## src/rtl/corelet_seq_ctrl.sv

```systemverilog
// Sequencer for one systolic corelet. For each kernel offset (kij) it loads
// ROW weight words into the array, streams cfg_nact activations through it,
// drains the OFIFO psums into PMEM, then clears the array weights.
//
// state     | meaning
// ----------+---------------------------------------------------------------
// S_IDLE    | waiting for seq_begin; illegal configuration reports cfg_err
// S_W_LOAD  | W SRAM -> L0 reads, one weight word per cycle, stalls on l0_full
// S_W_FLUSH | last weight word lands in L0 (SRAM read latency)
// S_W_KERN  | L0 -> array kernel load, ROW cycles, paused while !l0_ready
// S_W_WAIT  | COL idle cycles so weights settle across the columns
// S_A_LOAD  | ACT SRAM -> L0 reads, cfg_nact words, stalls on l0_full
// S_A_FLUSH | last activation lands in L0
// S_A_EXEC  | L0 -> array execute, cfg_nact cycles, paused while !l0_ready
// S_DRAIN   | waiting for the remaining psum rows, bounded by a timeout
// S_CLEAR   | one-cycle weight clear, then next kij or finish
// S_DONE    | one-cycle seq_done pulse

module corelet_seq_ctrl #(
   parameter int ROW     = 8,
   parameter int COL     = 8,
   parameter int MAX_KIJ = 9,
   parameter int MAX_ACT = 64,
   parameter int A_AW    = 7,
   parameter int OP_AW   = 9
) (
   input  logic             clk,
   input  logic             reset,
   input  logic             seq_begin,
   input  logic             abort,
   input  logic [3:0]       cfg_kij,
   input  logic [6:0]       cfg_nact,
   input  logic [OP_AW-1:0] cfg_op_base,
   output logic             busy,
   output logic             seq_done,
   output logic             cfg_err,
   output logic [A_AW-1:0]  act_addr,
   output logic [A_AW-1:0]  w_addr,
   output logic             act_cen,
   output logic             w_cen,
   output logic             aw_sel,
   output logic             l0_wr,
   output logic             l0_rd,
   input  logic             l0_full,
   input  logic             l0_ready,
   output logic [1:0]       inst_w,
   output logic             array_clr,
   input  logic             ofifo_valid,
   output logic             ofifo_rd,
   output logic [OP_AW-1:0] op_addr,
   output logic             op_cen,
   output logic             op_wen
);

   localparam int TW = $clog2(ROW + COL + MAX_ACT + 1);

   typedef enum logic [3:0] {
      S_IDLE,
      S_W_LOAD,
      S_W_FLUSH,
      S_W_KERN,
      S_W_WAIT,
      S_A_LOAD,
      S_A_FLUSH,
      S_A_EXEC,
      S_DRAIN,
      S_CLEAR,
      S_DONE
   } state_e;

   state_e           state_q, state_d;
   logic [3:0]       kij_q, kij_d;
   logic [6:0]       cnt_q, cnt_d;
   logic [6:0]       ocnt_q, ocnt_d;
   logic [TW-1:0]    tmr_q, tmr_d;
   logic [3:0]       kij_cfg_q, kij_cfg_d;
   logic [6:0]       nact_q, nact_d;
   logic [OP_AW-1:0] base_q, base_d;
   logic             l0_wr_q, l0_wr_d;
   logic             cfg_err_q, cfg_err_d;
   logic             abort_clr_q, abort_clr_d;

   logic             cfg_legal;
   logic             drain_en;
   logic [A_AW-1:0]  w_base;
   logic [OP_AW-1:0] op_row_base;

   assign cfg_legal   = (cfg_kij != 4'd0) && (cfg_kij <= 4'(MAX_KIJ)) &&
                        (cfg_nact != 7'd0) && (cfg_nact <= 7'(MAX_ACT));
   assign drain_en    = ((state_q == S_A_EXEC) || (state_q == S_DRAIN)) &&
                        ofifo_valid && (ocnt_q != nact_q);
   assign w_base      = A_AW'(kij_q * ROW);
   assign op_row_base = base_q + OP_AW'(kij_q) * OP_AW'(nact_q);

   assign busy     = (state_q != S_IDLE);
   assign l0_wr    = l0_wr_q;
   assign cfg_err  = cfg_err_q;

   // Next-state, counter updates and all per-state strobes.
   always_comb begin
      state_d     = state_q;
      kij_d       = kij_q;
      cnt_d       = cnt_q;
      ocnt_d      = ocnt_q;
      tmr_d       = tmr_q;
      kij_cfg_d   = kij_cfg_q;
      nact_d      = nact_q;
      base_d      = base_q;
      cfg_err_d   = 1'b0;
      abort_clr_d = 1'b0;
      l0_wr_d     = 1'b0;

      w_cen     = 1'b1;
      act_cen   = 1'b1;
      w_addr    = '0;
      act_addr  = '0;
      aw_sel    = 1'b0;
      l0_rd     = 1'b0;
      inst_w    = 2'b00;
      array_clr = abort_clr_q;
      seq_done  = 1'b0;
      ofifo_rd  = 1'b0;
      op_cen    = 1'b1;
      op_wen    = 1'b1;
      op_addr   = '0;

      // Psum rows are popped whenever they show up during execute or drain;
      // popping stops once the expected row count for this kij is reached.
      if (drain_en) begin
         ofifo_rd = 1'b1;
         op_cen   = 1'b0;
         op_wen   = 1'b0;
         op_addr  = op_row_base + OP_AW'(ocnt_q);
         ocnt_d   = ocnt_q + 7'd1;
      end

      case (state_q)
         S_IDLE: begin
            if (seq_begin) begin
               if (cfg_legal) begin
                  kij_cfg_d = cfg_kij;
                  nact_d    = cfg_nact;
                  base_d    = cfg_op_base;
                  kij_d     = 4'd0;
                  cnt_d     = 7'd0;
                  ocnt_d    = 7'd0;
                  state_d   = S_W_LOAD;
               end else begin
                  cfg_err_d = 1'b1;
               end
            end
         end
         S_W_LOAD: begin
            aw_sel = 1'b1;
            w_addr = w_base + A_AW'(cnt_q);
            if (!l0_full) begin
               w_cen = 1'b0;
               if (cnt_q == 7'(ROW - 1)) begin
                  cnt_d   = 7'd0;
                  state_d = S_W_FLUSH;
               end else begin
                  cnt_d = cnt_q + 7'd1;
               end
            end
         end
         S_W_FLUSH: begin
            aw_sel  = 1'b1;
            cnt_d   = 7'd0;
            state_d = S_W_KERN;
         end
         S_W_KERN: begin
            if (l0_ready) begin
               l0_rd  = 1'b1;
               inst_w = 2'b01;
               if (cnt_q == 7'(ROW - 1)) begin
                  cnt_d   = 7'd0;
                  tmr_d   = TW'(COL);
                  state_d = S_W_WAIT;
               end else begin
                  cnt_d = cnt_q + 7'd1;
               end
            end
         end
         S_W_WAIT: begin
            if (tmr_q <= TW'(1)) begin
               cnt_d   = 7'd0;
               state_d = S_A_LOAD;
            end else begin
               tmr_d = tmr_q - TW'(1);
            end
         end
         S_A_LOAD: begin
            act_addr = A_AW'(cnt_q);
            if (!l0_full) begin
               act_cen = 1'b0;
               if (cnt_q == nact_q - 7'd1) begin
                  cnt_d   = 7'd0;
                  state_d = S_A_FLUSH;
               end else begin
                  cnt_d = cnt_q + 7'd1;
               end
            end
         end
         S_A_FLUSH: begin
            cnt_d   = 7'd0;
            state_d = S_A_EXEC;
         end
         S_A_EXEC: begin
            if (l0_ready) begin
               l0_rd  = 1'b1;
               inst_w = 2'b10;
               if (cnt_q == nact_q - 7'd1) begin
                  cnt_d   = 7'd0;
                  tmr_d   = TW'(ROW + COL) + TW'(nact_q);
                  state_d = S_DRAIN;
               end else begin
                  cnt_d = cnt_q + 7'd1;
               end
            end
         end
         S_DRAIN: begin
            if (ocnt_q == nact_q) begin
               state_d = S_CLEAR;
            end else if (tmr_q <= TW'(1)) begin
               cfg_err_d = 1'b1;
               tmr_d     = '0;
               state_d   = S_IDLE;
            end else begin
               tmr_d = tmr_q - TW'(1);
            end
         end
         S_CLEAR: begin
            array_clr = 1'b1;
            if (kij_q == kij_cfg_q - 4'd1) begin
               state_d = S_DONE;
            end else begin
               kij_d   = kij_q + 4'd1;
               ocnt_d  = 7'd0;
               cnt_d   = 7'd0;
               state_d = S_W_LOAD;
            end
         end
         S_DONE: begin
            seq_done = 1'b1;
            state_d  = S_IDLE;
         end
         default: state_d = S_IDLE;
      endcase

      // An SRAM read issued this cycle becomes an L0 write next cycle.
      l0_wr_d = !w_cen || !act_cen;

      // Abort beats every transition, including a start in IDLE. The array is
      // cleared once on the way out unless CLEAR is already doing it.
      if (abort) begin
         state_d     = S_IDLE;
         kij_d       = 4'd0;
         cnt_d       = 7'd0;
         ocnt_d      = 7'd0;
         tmr_d       = '0;
         kij_cfg_d   = kij_cfg_q;
         nact_d      = nact_q;
         base_d      = base_q;
         l0_wr_d     = 1'b0;
         cfg_err_d   = 1'b0;
         abort_clr_d = (state_q != S_IDLE) && (state_q != S_CLEAR);
      end
   end

   // State, counters and latched configuration.
   always_ff @(posedge clk or negedge reset) begin
      if (!reset) begin
         state_q     <= S_IDLE;
         kij_q       <= 4'd0;
         cnt_q       <= 7'd0;
         ocnt_q      <= 7'd0;
         tmr_q       <= '0;
         kij_cfg_q   <= 4'd0;
         nact_q      <= 7'd0;
         base_q      <= '0;
         l0_wr_q     <= 1'b0;
         cfg_err_q   <= 1'b0;
         abort_clr_q <= 1'b0;
      end else begin
         state_q     <= state_d;
         kij_q       <= kij_d;
         cnt_q       <= cnt_d;
         ocnt_q      <= ocnt_d;
         tmr_q       <= tmr_d;
         kij_cfg_q   <= kij_cfg_d;
         nact_q      <= nact_d;
         base_q      <= base_d;
         l0_wr_q     <= l0_wr_d;
         cfg_err_q   <= cfg_err_d;
         abort_clr_q <= abort_clr_d;
      end
   end

endmodule
```

## config.mk

```make
export PLATFORM = sky130hd
export DESIGN_NAME = corelet_seq_ctrl
export DESIGN_NICKNAME = d
export VERILOG_FILES = /design/src/rtl/corelet_seq_ctrl.sv
export SDC_FILE = /design/constraint.sdc
export NUM_CORES = 1
export LEC_CHECK = 0
export BUFFER_PORTS_ARGS = -buffer_cell sky130_fd_sc_hd__buf_4
export CORE_ASPECT_RATIO = 1.5
export CORE_MARGIN = 5
export CORE_UTILIZATION = 30
export CTS_CLUSTER_SIZE = 12
export DETAILED_ROUTE_END_ITERATION = 10
export GPL_TIMING_DRIVEN = 0
export PLACE_DENSITY = 0.57
export SETUP_SLACK_MARGIN = 0.1
export SKIP_LAST_GASP = 1
export SYNTH_ARGS = -nofsm -noshare
export SYNTH_HDL_FRONTEND = slang
export SYNTH_SLANG_ARGS = --single-unit
```

## constraint.sdc

```tcl
create_clock -name clk -period 9.4 [get_ports clk]
set_input_delay 2.82 -clock clk [delete_from_list [all_inputs] [get_ports clk]]
set_output_delay 2.82 -clock clk [all_outputs]
set_load 0.01 [all_outputs]
```

==> results of run 1 <==
## cell families after synthesis
kind of cell	share of synthesized area (%)
xor gates and xnor gates	7.642
and+or+nand+nor	21.56
buffers and inverters	7.878
DFF	27.31
muxes	5.594
adders and majority gates	16.54
AOI/OAI and AO/OA	13.47
## routing by layer
metal | up-vias | track usage, %
li1 | 1951 | -
met1 | 2002 | 16.98
met2 | 104 | 27.86
met3 | 28 | 2.138
met4 | 0 | 6.616
met5 | - | 0
## cells in the final DEF, fill, tap and decap left out, types with 3 or more instances in the layout
master / synthesis / final
a211oi_1: 3 / 3
a21o_1: 5 / 5
a21oi_1: 13 / 13
a22oi_1: 4 / 4
a31oi_1: 7 / 7
and2_1: 21 / 21
and3_1: 17 / 17
and4b_1: 3 / 3
buf_2: 18 / 18
buf_4: 1 / 64
clkbuf_1: 13 / 14
clkbuf_16: 0 / 5
dfrtp_1: 52 / 52
fa_1: 25 / 25
ha_1: 23 / 23
inv_1: 55 / 55
mux2_2: 20 / 20
mux2i_1: 3 / 3
nand2_1: 28 / 28
nand2b_1: 9 / 9
nand3_1: 18 / 18
nand3b_1: 3 / 3
nand4_1: 10 / 10
nor2_1: 29 / 29
nor2b_1: 11 / 11
nor3_1: 17 / 17
nor3b_1: 3 / 3
nor4_1: 3 / 3
o211ai_1: 4 / 4
o21ai_0: 14 / 14
o22ai_1: 3 / 3
o31ai_1: 14 / 14
xnor2_1: 25 / 25
xor2_1: 14 / 14
## area by class of cell
class                      instances  area (µm²)  area share, %
timing repair buffer              63       473.0          8.391
sequential                        52        1301          23.09
buffer                            35       165.2          2.930
tap                              203       254.0          4.506
inverter                          56       210.2          3.729
multi-input combinational        386        3088          54.78
clock buffer                       6       128.9          2.286
clock inverter                     2       16.27         0.2886
## registers in the layout, summed over array words and instances (netlist names)
name / count
l0_wr: 1
kij_q: 4
ocnt_q: 7
tmr_q: 7
nact_q: 7
abort_clr_q: 1
state_q: 4
kij_cfg_q: 4
cfg_err: 1
cnt_q: 7
base_q: 9
## through the flow
| stage | utilization, % | std cells |
|---|---|---|
| final | 36.07 | 803 |
| after global routing | 36.07 | 803 |
| after CTS | 36.07 | 803 |
| after detailed placement | 35.15 | 795 |
| after global placement | 35.15 | 795 |
| after floorplan | - | 529 |
## cell usage after synthesis (7+ instances only)
| cell type | number |
|---|---|
| a21oi_1 | 13 |
| a31oi_1 | 7 |
| and2_1 | 21 |
| and3_1 | 17 |
| buf_2 | 18 |
| clkbuf_1 | 13 |
| dfrtp_1 | 52 |
| fa_1 | 25 |
| ha_1 | 23 |
| inv_1 | 55 |
| mux2_2 | 20 |
| nand2_1 | 28 |
| nand2b_1 | 9 |
| nand3_1 | 18 |
| nand4_1 | 10 |
| nor2_1 | 29 |
| nor2b_1 | 11 |
| nor3_1 | 17 |
| o21ai_0 | 14 |
| o31ai_1 | 14 |
| xnor2_1 | 25 |
| xor2_1 | 14 |
## critical path, stage by stage, from the launching register on
cell and delay (ps):
dfrtp_1 420, clkbuf_1 420, and2_1 220, fa_1 450
fa_1 540, inv_1 50, fa_1 520, inv_1 40
ha_1 310, nor2b_1 150, o21ai_0 200, a21oi_1 130
o21a_1 190, o21ai_0 130, nor3b_1 230, buf_4 160
## final timing paths
kind	startpoint	to	slack [ps]	depth (start not counted)
max	kij_q[1]	op_addr[8]	2140	15
min	base_q[7]	base_q[7]	510	1
max reg2reg	state_q[2]	ocnt_q[6]	6380	10
min reg2reg	base_q[7]	base_q[7]	510	1
max in group asynchronous	reset	nact_q[1]	6350	1
min in group asynchronous	reset	cnt_q[0]	2570	1
## power groups by stage
stage	sequential (mW)	clock (mW)	combinational [mW]
finish	0.325	0.188	0.669
global route	0.333	0.201	0.750
CTS	0.326	0.192	0.674
detailed placement	0.330	0	0.670
global placement	0.328	0	0.658
floorplan	0.317	0	0.485
==> results.yml, run 1 <==
outcome:
  status: "completed"
layout:
  syn_to_final_growth_pct: 18.30
  fillers: 1610
  diodes: 0
  fin_area_um2: 5637
  fin_nets: 674
  drive_above_1_share_pct: 20.17
yosys:
  avgSynthCellArea_um2: 9.007
  synth_top_area_share_pct: 27.31
  synth_warnings: 0
  synth_flop_cell: "dfrtp_1"
  synth_area_um2: 4765
  async_flop_share_pct: 100.0
  ys_seq_elements: 52
  synth_edf_count: 0
  synth_nets: 604
  synth_seq_area_share_pct: 27.31
  synthDistinctLibCells: 65
  synthesis.instances: 529
  synth_top_area_cell: "dfrtp_1"
  synthTopCellsByArea: "dfrtp_1 27%, fa_1 11%, ha_1 6.0%"
placement:
  pre_cts_ws_ps: 2416
  placed_cell_area_um2: 5492
  place.detailed.hpwl_um: 10880
  gp_congestion: 0.9016
  numPortBuffers: 63
sta:
  finalSetupViolations: 0
  fin_setup_tns_ps: 0
  holdWs_ps: 511.8
  final_hold_viol_count: 0
  grt_setup_unrepaired: "no"
  worst_slack_ps: 2142
  finClkSkew_ps: 9.998
  fin_crit_ps: 7258
  tightest_slew_ps: 1209
  max_freq_mhz: 137.8
  slew_headroom_pct: 18.30
  fin_crit_sh_pct: 77.21
  maxSlewViolCount: 0
power_and_ir_drop:
  p_clk_share_pct: 15.9
  max-vdd-ir-drop_mv: 0.08728
  total_power_mw: 1.181
  comb_power_share_pct: 56.6
  p_int_mw: 0.6478
  p_switching_mw: 0.5334
  leakage_nw: 2.603
  power_frac_seq_pct: 27.5
  sw_frac_of_total_pct: 45.16
  power_density_nw_per_um2: 209.6
setup_path:
  path_max_fanout: 10
  required_ps: 6580
  crit_type: "flip-flop to primary output"
  arrival_ps: 4440
  end_kind: "primary output"
  startpoint_type: "flip-flop"
floorplanning:
  rows: 56
  die-area_um2: 18550
  start_util_pct: 30.49
  die_w_um: 112.9
  die_h_um: 164.3
  ios: 64
  coreArea_um2: 15630
global_routing:
  grt_max_degree: 53
  overflow: 0
  grt_pass1_vias: 4432
  grt_use_total_pct: 15.05
  grt_pass1_wl_um: 22450
  antenna_found_initial: 0
detailed_routing:
  wl_met3_um: 511
  routed.top_layer: "met4"
  via_per_inst: 5.087
  wl_met2_um: 7237
  ant_nets: 0
  wire_per_inst_um: 17.06
  drtIter0Drc: 208
  drc: 0
  met1_length_um: 5398
  drtPass1Iterations: 4
  drt-total-wl_um: 13700
  vias: 4085
run:
  maxCapViolCount: 0
clock_tree:
  numCtsBuffers: 5
  ctsRootBufferMaster: "clkbuf_16"
  cts_setup_buffers: 0
  htreeDepth: 2
  cts_hold_buf: 0
  clk_pin_slew_ps: 70
  cts_resized: 0
  cts_tree: "built"
  clkLatencyLatePin_ps: 300
  cts_sinks: 52
  clockBufferDepth: 2
min_path:
  hp-class: "flip-flop to flip-flop"
(Power assumes the default switching activity.)
==> run 2, diff against run 1 <==
==> constraint.sdc (replaced) <==
create_clock -name clk -period 6.9 [get_ports clk]
set_input_delay 2.07 -clock clk [delete_from_list [all_inputs] [get_ports clk]]
set_output_delay 2.07 -clock clk [all_outputs]
set_load 0.01 [all_outputs]
==> run 2 against run 1 <==
Effect of this change:
- wire length is 0.26% lower
- clock skew down 0.93 ps
- largest power group unchanged
- via count decreased by 0.20%
- non-clock buffer count is the same
- sequential share of layout area about the same
- flip-flop and latch count did not move
- die area is the same
- setup slack got worse by 1600 ps
- first-iteration DRC count unchanged
- register-to-register slack worse by 2400 ps
- worst hold slack about the same
- power up 36%
==> results.yml, run 2 (synthesis results as in run 1) <==
detailed_routing:
  drt-total-wl_um: 13660
  via_per_inst: 5.077
  vias: 4077
  drtPass1Iterations: 4
  drc: 0
  ant_nets: 0
  wire_per_inst_um: 17.01
  drtIter0Drc: 208
layout:
  layout_commonest_cell: "buf_4"
  fin_util_pct: 36.10
  diodes: 0
  syn_to_final_growth_pct: 18.38
  final_cell_mix: "64 x buf_4, 55 x inv_1, 52 x dfrtp_1"
  fin_nets: 674
  drive_above_1_share_pct: 20.67
  largest_register_ffs: 9
  largest-register: "base_q"
clock_tree:
  cts_hold_buf: 0
  ctsRootBufferMaster: "clkbuf_16"
  cts_sinks: 52
  cts_tree: "built"
  clk_pin_slew_ps: 70
  htreeDepth: 2
  clockBufferDepth: 2
  numCtsBuffers: 5
  clkLatencyLatePin_ps: 290
placement:
  numPortBuffers: 63
  gp_congestion: 0.9016
  place.detailed.hpwl_um: 10880
power_and_ir_drop:
  power_frac_seq_pct: 27.5
  p_clk_share_pct: 15.8
  p_int_mw: 0.8825
  sw_frac_of_total_pct: 45.09
  p_switching_mw: 0.7246
  max-vdd-ir-drop_mv: 0.1187
  leakage_nw: 2.614
  comb_power_share_pct: 56.6
  power_density_nw_per_um2: 284.9
sta:
  tightest_slew_ps: 1115
  finalSetupViolations: 0
  fin_crit_sh_pct: 91.71
  finClkSkew_ps: 9.064
  grt_setup_unrepaired: "no"
  maxSlewViolCount: 0
  fin_crit_ps: 6328
  fin_setup_tns_ps: 0
  max_freq_mhz: 158.0
  final_hold_viol_count: 0
  slew_headroom_pct: 24.64
setup_path:
  crit_buf_inv: 5
  worst_path_max_delay_cell: "fa_1"
  startpoint_type: "flip-flop"
  path_cells: "buf_2 > inv_1 > nor2_1 > fa_1 > fa_1 > inv_1 > fa_1 > inv_1 > ha_1 > nor2b_1 > o21ai_0 > a21oi_1 > o21a_1 > o21ai_0 > nor3b_1 > buf_4"
  end_kind: "primary output"
  cp_top_family: "adder cells"
  required_ps: 4830
  arrival_ps: 4260
  path_max_fanout: 9
  crit_type: "flip-flop to primary output"
  slowest_delay_ps: 540
floorplanning:
  coreArea_um2: 15630
  start_util_pct: 30.49
  die-area_um2: 18550
  rows: 56
  die_h_um: 164.3
  ios: 64
  die_w_um: 112.9
global_routing:
  grt_max_degree: 53
  grt_pass1_wl_um: 22450
  antenna_found_initial: 0
  grt_use_total_pct: 15.05
  overflow: 0
  grt_pass1_vias: 4432
min_path:
  hp-class: "flip-flop to flip-flop"
run:
  maxCapViolCount: 0
outcome:
  status: "completed"
run 2: changes by cell type in the layout (fill, tap and decap cells not counted):
cell / change
clkbuf_1: -3
clkbuf_2: +3
run 2: routing by layer:
| metal | vias up | wire (µm) | GRT usage, % |
|---|---|---|---|
| met5 | - | 0 | 0 |
| met2 | 113 | 7244 | 27.86 |
| met1 | 1986 | 5296 | 16.98 |
| met4 | 0 | 526 | 6.616 |
| li1 | 1951 | - | - |
| met3 | 27 | 595 | 2.138 |
run 2: area by class of cell:
class | instances | area (µm²)
Inverter | 56 | 210.2
Buffer | 35 | 168.9
Sequential cell | 52 | 1301
Tap cell | 203 | 254.0
Timing Repair Buffer | 63 | 473.0
Clock inverter | 2 | 16.27
Multi-Input combinational cell | 386 | 3088
Fill cell | 1611 | 9985
Clock buffer | 6 | 128.9
run 2: what timing repair did:
item                                    CTS  global route
endpoints found under the setup margin    0             1
gates resized for setup                   0             6
setup buffers                             0             0
run 2: per-stage QoR:
| step | power, mW | cells | setup WS (ps) | hold slack (ps) | area (µm²) |
|---|---|---|---|---|---|
| after floorplan | 1.093 | 529 | 1122 | 479.4 | 4765 |
| after global placement | 1.344 | 795 | 722.1 | 493.1 | 5492 |
| after detailed placement | 1.362 | 795 | 665.7 | 497.6 | 5492 |
| after CTS | 1.624 | 803 | 326.8 | 514.9 | 5637 |
| after global routing | 1.749 | 803 | 183.2 | 523.1 | 5640 |
| final | 1.607 | 803 | 572.0 | 511.9 | 5640 |
run 2: power groups by stage:
stage	Sequential [mW]	Combinational [mW]	Clock, mW
floorplan	0.431	0.661	0
global placement	0.447	0.897	0
detailed placement	0.449	0.913	0
CTS	0.444	0.918	0.262
global route	0.453	1.02	0.274
finish	0.443	0.910	0.254
run 2: worst paths after layout:
kind	startpoint	to	slack, ps	depth (start not counted)
max	nact_q[1]	op_addr[8]	570	16
min	base_q[7]	base_q[7]	510	1
max reg2reg	state_q[2]	ocnt_q[6]	3960	10
min reg2reg	base_q[7]	base_q[7]	510	1
max in group asynchronous	reset	nact_q[1]	4600	1
min in group asynchronous	reset	kij_cfg_q[1]	1820	1
